### config.mk
export PLATFORM = sky130hd
export DESIGN_NAME = result_browser
export DESIGN_NICKNAME = d
export VERILOG_FILES = /design/src/rtl/result_browser.sv
export SDC_FILE = /design/constraint.sdc
export NUM_CORES = 1
export LEC_CHECK = 0
export ABC_CLOCK_PERIOD_IN_PS = 3390
export CAP_MARGIN = 15
export CORE_UTILIZATION = 40
export DETAILED_ROUTE_END_ITERATION = 12
export DONT_BUFFER_PORTS = 1
export PLACE_DENSITY = 0.59
export SLEW_MARGIN = 20
export SYNTH_ARGS = -nofsm -noshare
export SYNTH_HDL_FRONTEND = slang
export SYNTH_SLANG_ARGS = --single-unit
export TNS_END_PERCENT = 1
### constraint.sdc
create_clock -name clk -period 3.39 [get_ports clk]
set_input_delay 0.8475 -clock clk [delete_from_list [all_inputs] [get_ports clk]]
set_output_delay 0.8475 -clock clk [all_outputs]
set_load 0.05 [all_outputs]
### src/rtl/result_browser.sv
// Post-execution result viewer: after the CPU finishes, fetches result words from data
// memory and presents the low 16 bits to the scan driver, browsing with next/prev buttons.

module result_browser_btn #(
  parameter int DEBOUNCE_CYCLES = 50000
) (
  input  logic clk,
  input  logic reset,
  input  logic i_raw,
  output logic o_pulse
);
  localparam int CNT_W = $clog2(DEBOUNCE_CYCLES);

  logic             r_meta;
  logic             r_sync;
  logic             r_db;
  logic             r_db_d;
  logic [CNT_W-1:0] r_cnt;

  // Two-flop synchronizer for the raw asynchronous button
  always_ff @(posedge clk or posedge reset) begin
    if (reset) begin
      r_meta <= 1'b0;
      r_sync <= 1'b0;
    end else begin
      r_meta <= i_raw;
      r_sync <= r_meta;
    end
  end

  // Debouncer: accept a level change only after it has been stable long enough
  always_ff @(posedge clk or posedge reset) begin
    if (reset) begin
      r_db  <= 1'b0;
      r_cnt <= {CNT_W{1'b0}};
    end else if (r_sync == r_db) begin
      r_cnt <= {CNT_W{1'b0}};
    end else if (r_cnt == CNT_W'(DEBOUNCE_CYCLES - 1)) begin
      r_db  <= r_sync;
      r_cnt <= {CNT_W{1'b0}};
    end else begin
      r_cnt <= r_cnt + CNT_W'(1);
    end
  end

  // Delayed debounced level for rising-edge detection
  always_ff @(posedge clk or posedge reset) begin
    if (reset) r_db_d <= 1'b0;
    else       r_db_d <= r_db;
  end

  assign o_pulse = r_db & ~r_db_d;
endmodule

module result_browser #(
  parameter logic [31:0] BASE_ADDR       = 32'h0000_0004,
  parameter int          NUM_WORDS       = 16,
  parameter int          MEM_LATENCY     = 1,
  parameter int          DEBOUNCE_CYCLES = 50000,
  parameter int          IDX_W           = $clog2(NUM_WORDS)
) (
  input  logic             clk,
  input  logic             reset,
  input  logic             i_done,
  input  logic             i_btn_next,
  input  logic             i_btn_prev,
  input  logic [31:0]      i_mem_rd_data,
  output logic             o_mem_rd_en,
  output logic [31:0]      o_mem_addr,
  output logic             o_sel_active,
  output logic [15:0]      o_disp_value,
  output logic             o_disp_valid,
  output logic [IDX_W-1:0] o_cur_index
);
  localparam int LAT_W = $clog2(MEM_LATENCY + 1);

  typedef enum logic [1:0] {
    S_IDLE  = 2'b00,
    S_FETCH = 2'b01,
    S_WAIT  = 2'b10,
    S_SHOW  = 2'b11
  } state_t;

  state_t           r_state;
  state_t           w_state_next;
  logic [IDX_W-1:0] r_idx;
  logic [IDX_W-1:0] w_idx_next;
  logic [LAT_W-1:0] r_lat_cnt;
  logic             w_lat_done;
  logic             w_capture;
  logic [31:0]      w_addr_next;
  logic             w_next_pulse;
  logic             w_prev_pulse;
  logic             w_unused_hi;

  logic             r_mem_rd_en;
  logic [31:0]      r_mem_addr;
  logic             r_sel_active;
  logic [15:0]      r_disp_value;
  logic             r_disp_valid;
  logic [IDX_W-1:0] r_cur_index;

  result_browser_btn #(.DEBOUNCE_CYCLES(DEBOUNCE_CYCLES)) u_btn_next (
    .clk     (clk),
    .reset   (reset),
    .i_raw   (i_btn_next),
    .o_pulse (w_next_pulse)
  );

  result_browser_btn #(.DEBOUNCE_CYCLES(DEBOUNCE_CYCLES)) u_btn_prev (
    .clk     (clk),
    .reset   (reset),
    .i_raw   (i_btn_prev),
    .o_pulse (w_prev_pulse)
  );

  assign w_unused_hi = ^i_mem_rd_data[31:16];
  assign w_lat_done  = (r_lat_cnt == LAT_W'(MEM_LATENCY - 1));
  assign w_addr_next = BASE_ADDR + {{(30 - IDX_W){1'b0}}, w_idx_next, 2'b00};

  // Next-state, target index and capture decision
  always_comb begin
    w_state_next = r_state;
    w_idx_next   = r_idx;
    w_capture    = 1'b0;
    case (r_state)
      S_IDLE: begin
        if (i_done) begin
          w_state_next = S_FETCH;
          w_idx_next   = {IDX_W{1'b0}};
        end else begin
          w_state_next = S_IDLE;
        end
      end
      S_FETCH: begin
        w_state_next = S_WAIT;
      end
      S_WAIT: begin
        if (w_lat_done) begin
          w_state_next = S_SHOW;
          w_capture    = 1'b1;
        end else begin
          w_state_next = S_WAIT;
        end
      end
      S_SHOW: begin
        // Coincident next/prev pulses cancel each other
        if (w_next_pulse && !w_prev_pulse) begin
          w_state_next = S_FETCH;
          w_idx_next   = (r_idx == IDX_W'(NUM_WORDS - 1)) ? {IDX_W{1'b0}} : r_idx + IDX_W'(1);
        end else if (w_prev_pulse && !w_next_pulse) begin
          w_state_next = S_FETCH;
          w_idx_next   = (r_idx == {IDX_W{1'b0}}) ? IDX_W'(NUM_WORDS - 1) : r_idx - IDX_W'(1);
        end else begin
          w_state_next = S_SHOW;
        end
      end
      default: begin
        w_state_next = S_IDLE;
      end
    endcase
  end

  // State, index and latency counter registers
  always_ff @(posedge clk or posedge reset) begin
    if (reset) begin
      r_state   <= S_IDLE;
      r_idx     <= {IDX_W{1'b0}};
      r_lat_cnt <= {LAT_W{1'b0}};
    end else begin
      r_state   <= w_state_next;
      r_idx     <= w_idx_next;
      r_lat_cnt <= (r_state == S_WAIT && !w_lat_done) ? r_lat_cnt + LAT_W'(1) : {LAT_W{1'b0}};
    end
  end

  // Registered outputs; address and display hold between fetches
  always_ff @(posedge clk or posedge reset) begin
    if (reset) begin
      r_mem_rd_en  <= 1'b0;
      r_mem_addr   <= 32'h0000_0000;
      r_sel_active <= 1'b0;
      r_disp_value <= 16'h0000;
      r_disp_valid <= 1'b0;
      r_cur_index  <= {IDX_W{1'b0}};
    end else begin
      r_mem_rd_en <= (w_state_next == S_FETCH);
      if (w_state_next == S_FETCH) r_mem_addr <= w_addr_next;
      if (w_state_next != S_IDLE) r_sel_active <= 1'b1;
      if (w_capture) begin
        r_disp_value <= i_mem_rd_data[15:0];
        r_disp_valid <= 1'b1;
        r_cur_index  <= r_idx;
      end
    end
  end

  assign o_mem_rd_en  = r_mem_rd_en;
  assign o_mem_addr   = r_mem_addr;
  assign o_sel_active = r_sel_active;
  assign o_disp_value = r_disp_value;
  assign o_disp_valid = r_disp_valid;
  assign o_cur_index  = r_cur_index;
endmodule
==> metrics.txt, run 1 <==
status complete, no violations; first-pass GRT wire length 9.922 mm; element type at the critical path start flop; largest net degree at the start of global routing 76; Layout area overhead 6.853%; worst-margin pin slew 0.6077 ns; FFs w/ async S/R, synth 100.0%; clk root buf clkbuf_8; remaining antenna violation count 0; DR vias 2185; CTS H-tree lvls 3; gpl congestion 0.7797; number of buffers inserted by hold repair at cts 0; PwrDens 712.8 nW/um^2; initial antenna violation count 0; Remaining DRCs 0; IO Pins 92; Worst Path Max Fanout 7; Post-CTS Resized 0; worst vdd ir 0.5302 mV; NetSw 1064 uW; combinational share of power 15.4%; RSZ-0062 raised after global routing false; crit path DAT 2.68 ns; CORE AREA 8721 um^2; Port Buffers 0; Die ar. 9421 um^2; most common cell after layout, fill and taps aside dfrtp_1; worst slack at placement 0.9722 ns; final max-slew violation count 0; die width 97.06 um; Overflow after GRT 0; CTS Sinks 75; Switching Share 38.65%; Most used DFF post-synth dfrtp_1; clock network power share 30.2%; Setup crit end kind flop; Tcrit/Tclk final 72.19%; CTS Buffer Depth 2; syn_area_per_cell 10.99 um^2; part of the power in registers 54.4%; Num CTS Buffers 9; flop-to-flop setup slack 0.94 ns; final net count 379; commonest cells after routing, fill and taps aside dfrtp_1, nor2_1, conb_1; worst setup path class reg2reg; Skew-Pair Late Insertion Delay 0.35 ns; layout cells sized above 1 13.95%; final setup violating endpoints 0; DR pass1 iterations 4; post-synthesis register bit count 75; final wirelength 5.656 mm; drt initial violations 111; vias in the first global route 2184; Vias/cell 4.910; TritonCTS clock tree done; Mapped Cells 329; HP Class reg2reg; Post-Syn Area 3615 um^2; Maximum Capacitance Violations 0; GRT Util Overall 13.12%; Seq/Total Area, Yosys 51.92%; Synthesis Warnings 0; Critical Path RT 3.62 ns; row count 34; Rel. slew slack 58.97%; diode count 0; DP HPWL 3.788 mm; die height 97.06 um; final clock skew 0.007813 ns; P_int 1689 uW; Starting Density 41.45%; post-route setup TNS 0 ns; clk slew on worst S/H paths 0.08 ns; Pleak 0.001795 uW; EDFF count, synth 0; Yosys cell types 46; minimum clock period 2.447 ns; final hold vios 0; Worst Slack Setup Final 0.9426 ns; fmax 0.4086 GHz; WL/cell 12.71 um; setup bufs post-CTS 0
[metal layers]
layer | GRT usage, % | part of all wire, %
met5 | 0 | 0
met4 | 4.478 | 1.3
met3 | 5.468 | 6.5
met2 | 21.13 | 46
met1 | 15.82 | 46
[cell type report]
class | instances | area (um^2)
Clock buffer | 9 | 123.9
Timing Repair Buffer | 2 | 27.53
Clock inverter | 7 | 123.9
Multi-Input combinational cell | 232 | 1530
Fill cell | 806 | 4858
Tap cell | 108 | 135.1
Inverter | 12 | 45.04
Sequential cell | 75 | 1877
[through the flow]
stage	util (%)	hold WS [ns]	std cells	area, um^2	power (uW)
global route	44.29	0.3758	445	3862	2884
floorplan	-	0.3312	356	3716	1903
detailed placement	41.45	0.3347	429	3615	1947
global placement	41.45	0.3331	429	3615	1938
finish	44.29	0.3513	445	3862	2753
CTS	44.29	0.3523	445	3862	2796
[power by group through the flow]
stage	logic, uW	clock network, uW	registers (uW)
final	424	831	1500
after global routing	474	894	1520
after CTS	431	864	1500
after detailed placement	431	0	1520
after global placement	421	0	1520
after floorplan	409	0	1490
[kinds of logic (layout without fill, tap and decap cells)]
kind of cell	Yosys count	in the layout	synth area share (%)
buf+inv	49	30	8.619
compound gates	24	24	4.846
fa+ha+maj	10	10	3.461
flops	75	75	51.92
mux	23	23	7.165
xor+xnor	31	31	7.511
simple gates	116	116	16.37
other cells	1	28	0.1037
[sequential cells by signal, summed over array words and instances, names as in the netlist, 2 cells and up]
name and cells:
o_disp_value 16, o_mem_addr 5, u_btn_next.r_cnt 16, r_idx 4, u_btn_prev.r_cnt 16, r_state 2, o_cur_index 4
[path summary, 6_finish.rpt]
check / startpoint / to / cells past startpoint
worst max register to register: u_btn_next.r_db / o_mem_addr[3] / 8
worst min register to register: u_btn_prev.r_meta / u_btn_prev.r_sync / 0
worst max-delay path: u_btn_next.r_db / o_mem_addr[3] / 8
min in group asynchronous: reset / o_disp_value[5] / 2
worst min-delay path: u_btn_prev.r_meta / u_btn_prev.r_sync / 0
max in group asynchronous: reset / o_disp_value[12] / 2
[synth_stat cells (all sizes together) (2+ instances only)]
cell type  instances  area [um^2]
clkbuf             6        22.52
ha                10        125.1
nand2b             2        12.51
xor2              18        157.7
o21ai              5        25.02
and3               8        50.05
dfrtp             75         1877
and4               2        17.52
nor2b              8        50.05
nor4b              2        17.52
or3                2        12.51
mux2              23        259.0
buf               31        244.0
inv               12        45.04
or2                2        12.52
o21bai             2        15.01
nand2             14        52.55
nor2              39        146.4
nand3             15        75.07
a31oi              2        12.51
nand4              9        56.30
a211oi             2        15.01
nor3               7        35.03
xnor2             13        113.9
a21oi              3        15.01
[worst max-delay path, cell delays in order, from the launching register on]
cell and delay [ns]:
dfrtp_1 0.40, nor2b_1 0.19, inv_1 0.06, ha_1 0.25
nor2b_1 0.15, o311ai_0 0.56, nand2_1 0.15, ha_1 0.30
mux2_1 0.28
(Power assumes the default switching activity.)
==> run 2, diff against run 1 <==
- ABC_CLOCK_PERIOD_IN_PS: 3390 -> 2600
- clock period: 3.39 -> 2.6 ns (I/O delays scaled with it)
==> run 2 against run 1 <==
  * Setup slack got worse by 0.65 ns
  * Sequential share of layout area rose by 0.14 points
  * Via count rose by 1.5%
  * Clock-buffer cell count did not move
  * Combinational power rose by 33%
  * Non-clock buffer count rose by 5
  * Die area did not move
  * Global-route usage rose by 0.67 points
==> metrics.txt, run 2 (synthesis gave the netlist of run 1 again) <==
part of the power in registers 57.2%; initial antenna violation count 0; Starting Density 41.45%; Rel. slew slack 65.32%; final wirelength 5.884 mm; PwrDens 886.4 nW/um^2; WL/cell 13.08 um; Maximum Capacitance Violations 0; minimum clock period 2.306 ns; Layout area overhead 6.542%; DR pass1 iterations 4; final hold vios 0; die height 97.06 um; Reg2Reg Depth 8; CTS Buffer Depth 2; worst setup path startpoint u_btn_next.r_db; GRT Util Overall 13.78%; worst setup path class reg2reg; NetSw 1403 uW; final setup violating endpoints 0; sequential cell area 1877 um^2; drt initial violations 60; post-route setup TNS 0 ns; Worst Slack Setup Final 0.2938 ns; first-pass GRT wire length 10.45 mm; die width 97.06 um; Tcrit/Tclk final 88.70%; diode count 0; Remaining DRCs 0; clock network power share 26.3%; combinational share of power 16.5%; DR vias 2218; FILL cells 825; Switching Share 41.10%; clk slew on worst S/H paths 0.08 ns; fmax 0.4336 GHz; RSZ-0062 raised after global routing false; setup bufs post-CTS 0; final clock skew 0.009866 ns; P_int 2011 uW; CORE AREA 8721 um^2; worst vdd ir 0.6186 mV; Worst setup endpoint o_mem_addr[5]; Placed Cells 434; Vias/cell 4.929; flop-to-flop setup slack 0.29 ns; element type at the critical path start flop; vias in the first global route 2226; Skew-Pair Late Insertion Delay 0.34 ns; DP HPWL 4.114 mm; final net count 384; Die ar. 9421 um^2; Port Buffers 0; final non-filler cell total 450; Num CTS Buffers 9; CTS H-tree lvls 3; Post-CTS Resized 0; CTS Sinks 75; largest net degree at the start of global routing 30; most common cell after layout, fill and taps aside dfrtp_1; layout cells sized above 1 15.20%; clk root buf clkbuf_8; Worst Path Max Fanout 7; TritonCTS clock tree done; Critical R2R Capture o_mem_addr[5]; r2r startpoint u_btn_next.r_db; Critical Path RT 2.85 ns; Overflow after GRT 0; number of buffers inserted by hold repair at cts 0; Multi-input gate area 1530 um^2; row count 34; gpl congestion 0.8105; IO Pins 92; status complete, no violations; worst-margin pin slew 0.5189 ns; remaining antenna violation count 0; final max-slew violation count 0; HP Class in2async; worst slack at placement 0.3120 ns; Setup crit end kind flop; commonest cells after routing, fill and taps aside dfrtp_1, nor2_1, conb_1; crit path DAT 2.56 ns; Pleak 0.001805 uW
## run 2: worst min path at each step
stage	startpoint	to	slack, ns
global placement	u_btn_prev.r_meta	u_btn_prev.r_sync	0.33
detailed placement	u_btn_prev.r_meta	u_btn_prev.r_sync	0.33
CTS	reset	o_disp_value[2]	0.19
finish	reset	u_btn_prev.r_cnt[7]	0.19
global route	reset	u_btn_prev.r_cnt[11]	0.21
floorplan	u_btn_next.r_meta	u_btn_next.r_sync	0.33
## run 2: final cells by class
class	count	share of cell area (%)
sequential	75	48.73
clock buffer	9	3.216
clock inverter	7	1.949
inverter	12	1.170
timing repair buffer	7	1.689
tap	108	3.509
multi-input combinational	232	39.73
## run 2: metrics by stage
| stage | instance area, um^2 | utilization (%) | power (uW) | hold WS [ns] |
|---|---|---|---|---|
| after floorplan | 3716 | - | 2481 | 0.3312 |
| after global placement | 3652 | 41.88 | 2532 | 0.3332 |
| after detailed placement | 3652 | 41.88 | 2550 | 0.3347 |
| after CTS | 3851 | 44.16 | 3462 | 0.1874 |
| after global routing | 3851 | 44.16 | 3592 | 0.2141 |
| final | 3851 | 44.16 | 3414 | 0.1911 |
## run 2: worst max-delay path, stage by stage (launching register included)
cell      delay (ns)
dfrtp_1         0.38
nor2b_1         0.15
inv_1           0.06
ha_1            0.29
or4b_4          0.50
a221oi_2        0.27
a211oi_1        0.12
o211a_1         0.24
o31ai_1         0.21
## run 2: per-layer routing
layer / global-route usage [%] / part of all wire, %
met5: 0 / 0
met4: 6.544 / 1.5
met3: 3.597 / 4.7
met2: 21.45 / 47
met1: 17.93 / 46
## run 2: power groups by stage
stage	registers [uW]	clock network [uW]	logic, uW
2_1_floorplan	1950	0	533
3_3_place_gp	1980	0	556
3_5_place_dp	1970	0	575
4_1_cts	1960	934	572
5_1_grt	1980	984	630
6_report	1950	899	562
==> run 3, diff against run 2 <==
- CORE_MARGIN: default -> 3
- CORE_UTILIZATION: 40 -> 45
- PLACE_DENSITY: 0.59 -> 0.65
==> run 3 against run 2 <==
  * Die area down 2.9%
  * Highest routed layer unchanged
  * Fmax decreased by 0.28%
  * Non-clock buffer count decreased by 1
  * Via count is 1.2% lower
==> metrics.txt, run 3 (synthesis gave the netlist of run 1 again) <==
number of buffers inserted by hold repair at cts 0; worst setup path class reg2reg; die width 95.63 um; commonest cells after routing, fill and taps aside dfrtp_1, nor2_1, conb_1; Global Route met3 Usage 4.657%; TritonCTS clock tree done; drt initial violations 41; Tcrit/Tclk final 88.95%; Multi-input gate area 1530 um^2; Critical R2R Capture o_mem_addr[3]; post-route setup TNS 0 ns; final clock skew 0.008948 ns; critical path cell sequence nor2b_1 > inv_1 > ha_1 > nor2b_1 > o311ai_0 > nand2_1 > ha_1 > mux2_1; crit path DAT 2.55 ns; CTS H-tree lvls 3; final non-filler cell total 443; Critical path buffers and inverters 1; r2r startpoint u_btn_next.r_db; Final Total Pwr 3545 uW; DP HPWL 4.229 mm; Num CTS Buffers 9; worst-margin pin slew 0.4972 ns; Placed Cells 427; Critical Path RT 2.83 ns; worst hold margin 0.2010 ns; WL/cell 13.43 um; initial antenna violation count 0; max incr delay on CP 0.43 ns; clk slew on worst S/H paths 0.08 ns; sequential cell area 1877 um^2; IO Pins 92; Setup crit end kind flop; most common cell after layout, fill and taps aside dfrtp_1; setup bufs post-CTS 0; RSZ-0062 raised after global routing false; diode count 0; Worst Path Max Fanout 7; remaining antenna violation count 0; Crit path max-delay family adder cells; Die ar. 9144 um^2; final max-slew violation count 0; Remaining DRCs 0; Skew-Pair Late Insertion Delay 0.34 ns; CTS Buffer Depth 2; final net count 383; Layout area overhead 7.165%; DR pass1 iterations 4; Rel. slew slack 66.60%; CTS Sinks 75; flop-to-flop setup slack 0.29 ns; FILL cells 708; HP Class in2async; Maximum Capacitance Violations 0; clk root buf clkbuf_8; die height 95.63 um; GRT Util Overall 14.00%; instance count on the critical path 8; minimum clock period 2.313 ns; Overflow after GRT 0; DR vias 2192; element type at the critical path start flop; Reg2Reg Depth 8; gpl congestion 0.8567; met2 usage 21.60%; vias in the first global route 2114; final hold vios 0; largest net degree at the start of global routing 29; Vias/cell 4.948; Pleak 0.001811 uW; worst vdd ir 0.5021 mV; row count 32; Starting Density 46.54%; Slowest-stage cell, CP o311ai_0; CORE AREA 7767 um^2; final setup violating endpoints 0; final wirelength 5.951 mm; met1 Track Usage GR 18.07%; PwrDens 915.2 nW/um^2; fmax 0.4324 GHz; Post-CTS Resized 0; Port Buffers 0; status complete, no violations; GRT busiest layer met2; layout cells sized above 1 14.96%; first-pass GRT wire length 9.853 mm
[run 3: changes by cell type in the layout (fill, tap and decap cells not counted)]
| cell | change |
|---|---|
| buf_4 | -1 |
| bufinv_16 | +1 |
| clkbuf_8 | +2 |
| clkinv_2 | -2 |
| clkinvlp_4 | +1 |
| inv_6 | -2 |
[run 3: through the flow]
step / instance area [um^2] / setup WS, ns / util, %
2_1_floorplan: 3716 / 0.04002 / -
6_report: 3874 / 0.2872 / 49.87
4_1_cts: 3874 / 0.2733 / 49.87
3_5_place_dp: 3637 / 0.2649 / 46.83
5_1_grt: 3874 / 0.1317 / 49.87
3_3_place_gp: 3637 / 0.3004 / 46.83
[run 3: power by group]
group          internal (uW)  total, uW  switching [uW]
logic                    231        560             329
registers               1330       1960             627
clock network            596       1030             433
total                   2160       3550            1390
[run 3: area by class of cell]
type / instances / share of cell area (%)
Inverter: 12 / 1.163
Clock buffer: 11 / 3.908
Clock inverter: 5 / 2.196
Tap cell: 102 / 3.295
Timing Repair Buffer: 6 / 1.486
Multi-Input combinational cell: 232 / 39.50
Sequential cell: 75 / 48.45
[run 3: worst max-delay path by stage]
| stage | from | endpoint | slack, ns |
|---|---|---|---|
| floorplan | reset | o_cur_index[0] | 0.04 |
| global placement | u_btn_next.r_db | o_mem_addr[3] | 0.30 |
| detailed placement | u_btn_next.r_db | o_mem_addr[3] | 0.26 |
| CTS | u_btn_next.r_db | o_mem_addr[3] | 0.27 |
| global route | u_btn_next.r_db | o_mem_addr[5] | 0.13 |
| finish | u_btn_next.r_db | o_mem_addr[3] | 0.29 |
[run 3: metal layers]
metal	up-vias	share of wire, %
met5	-	0
met1	1039	47
li1	1075	-
met3	11	6.1
met4	0	1.7
met2	67	45
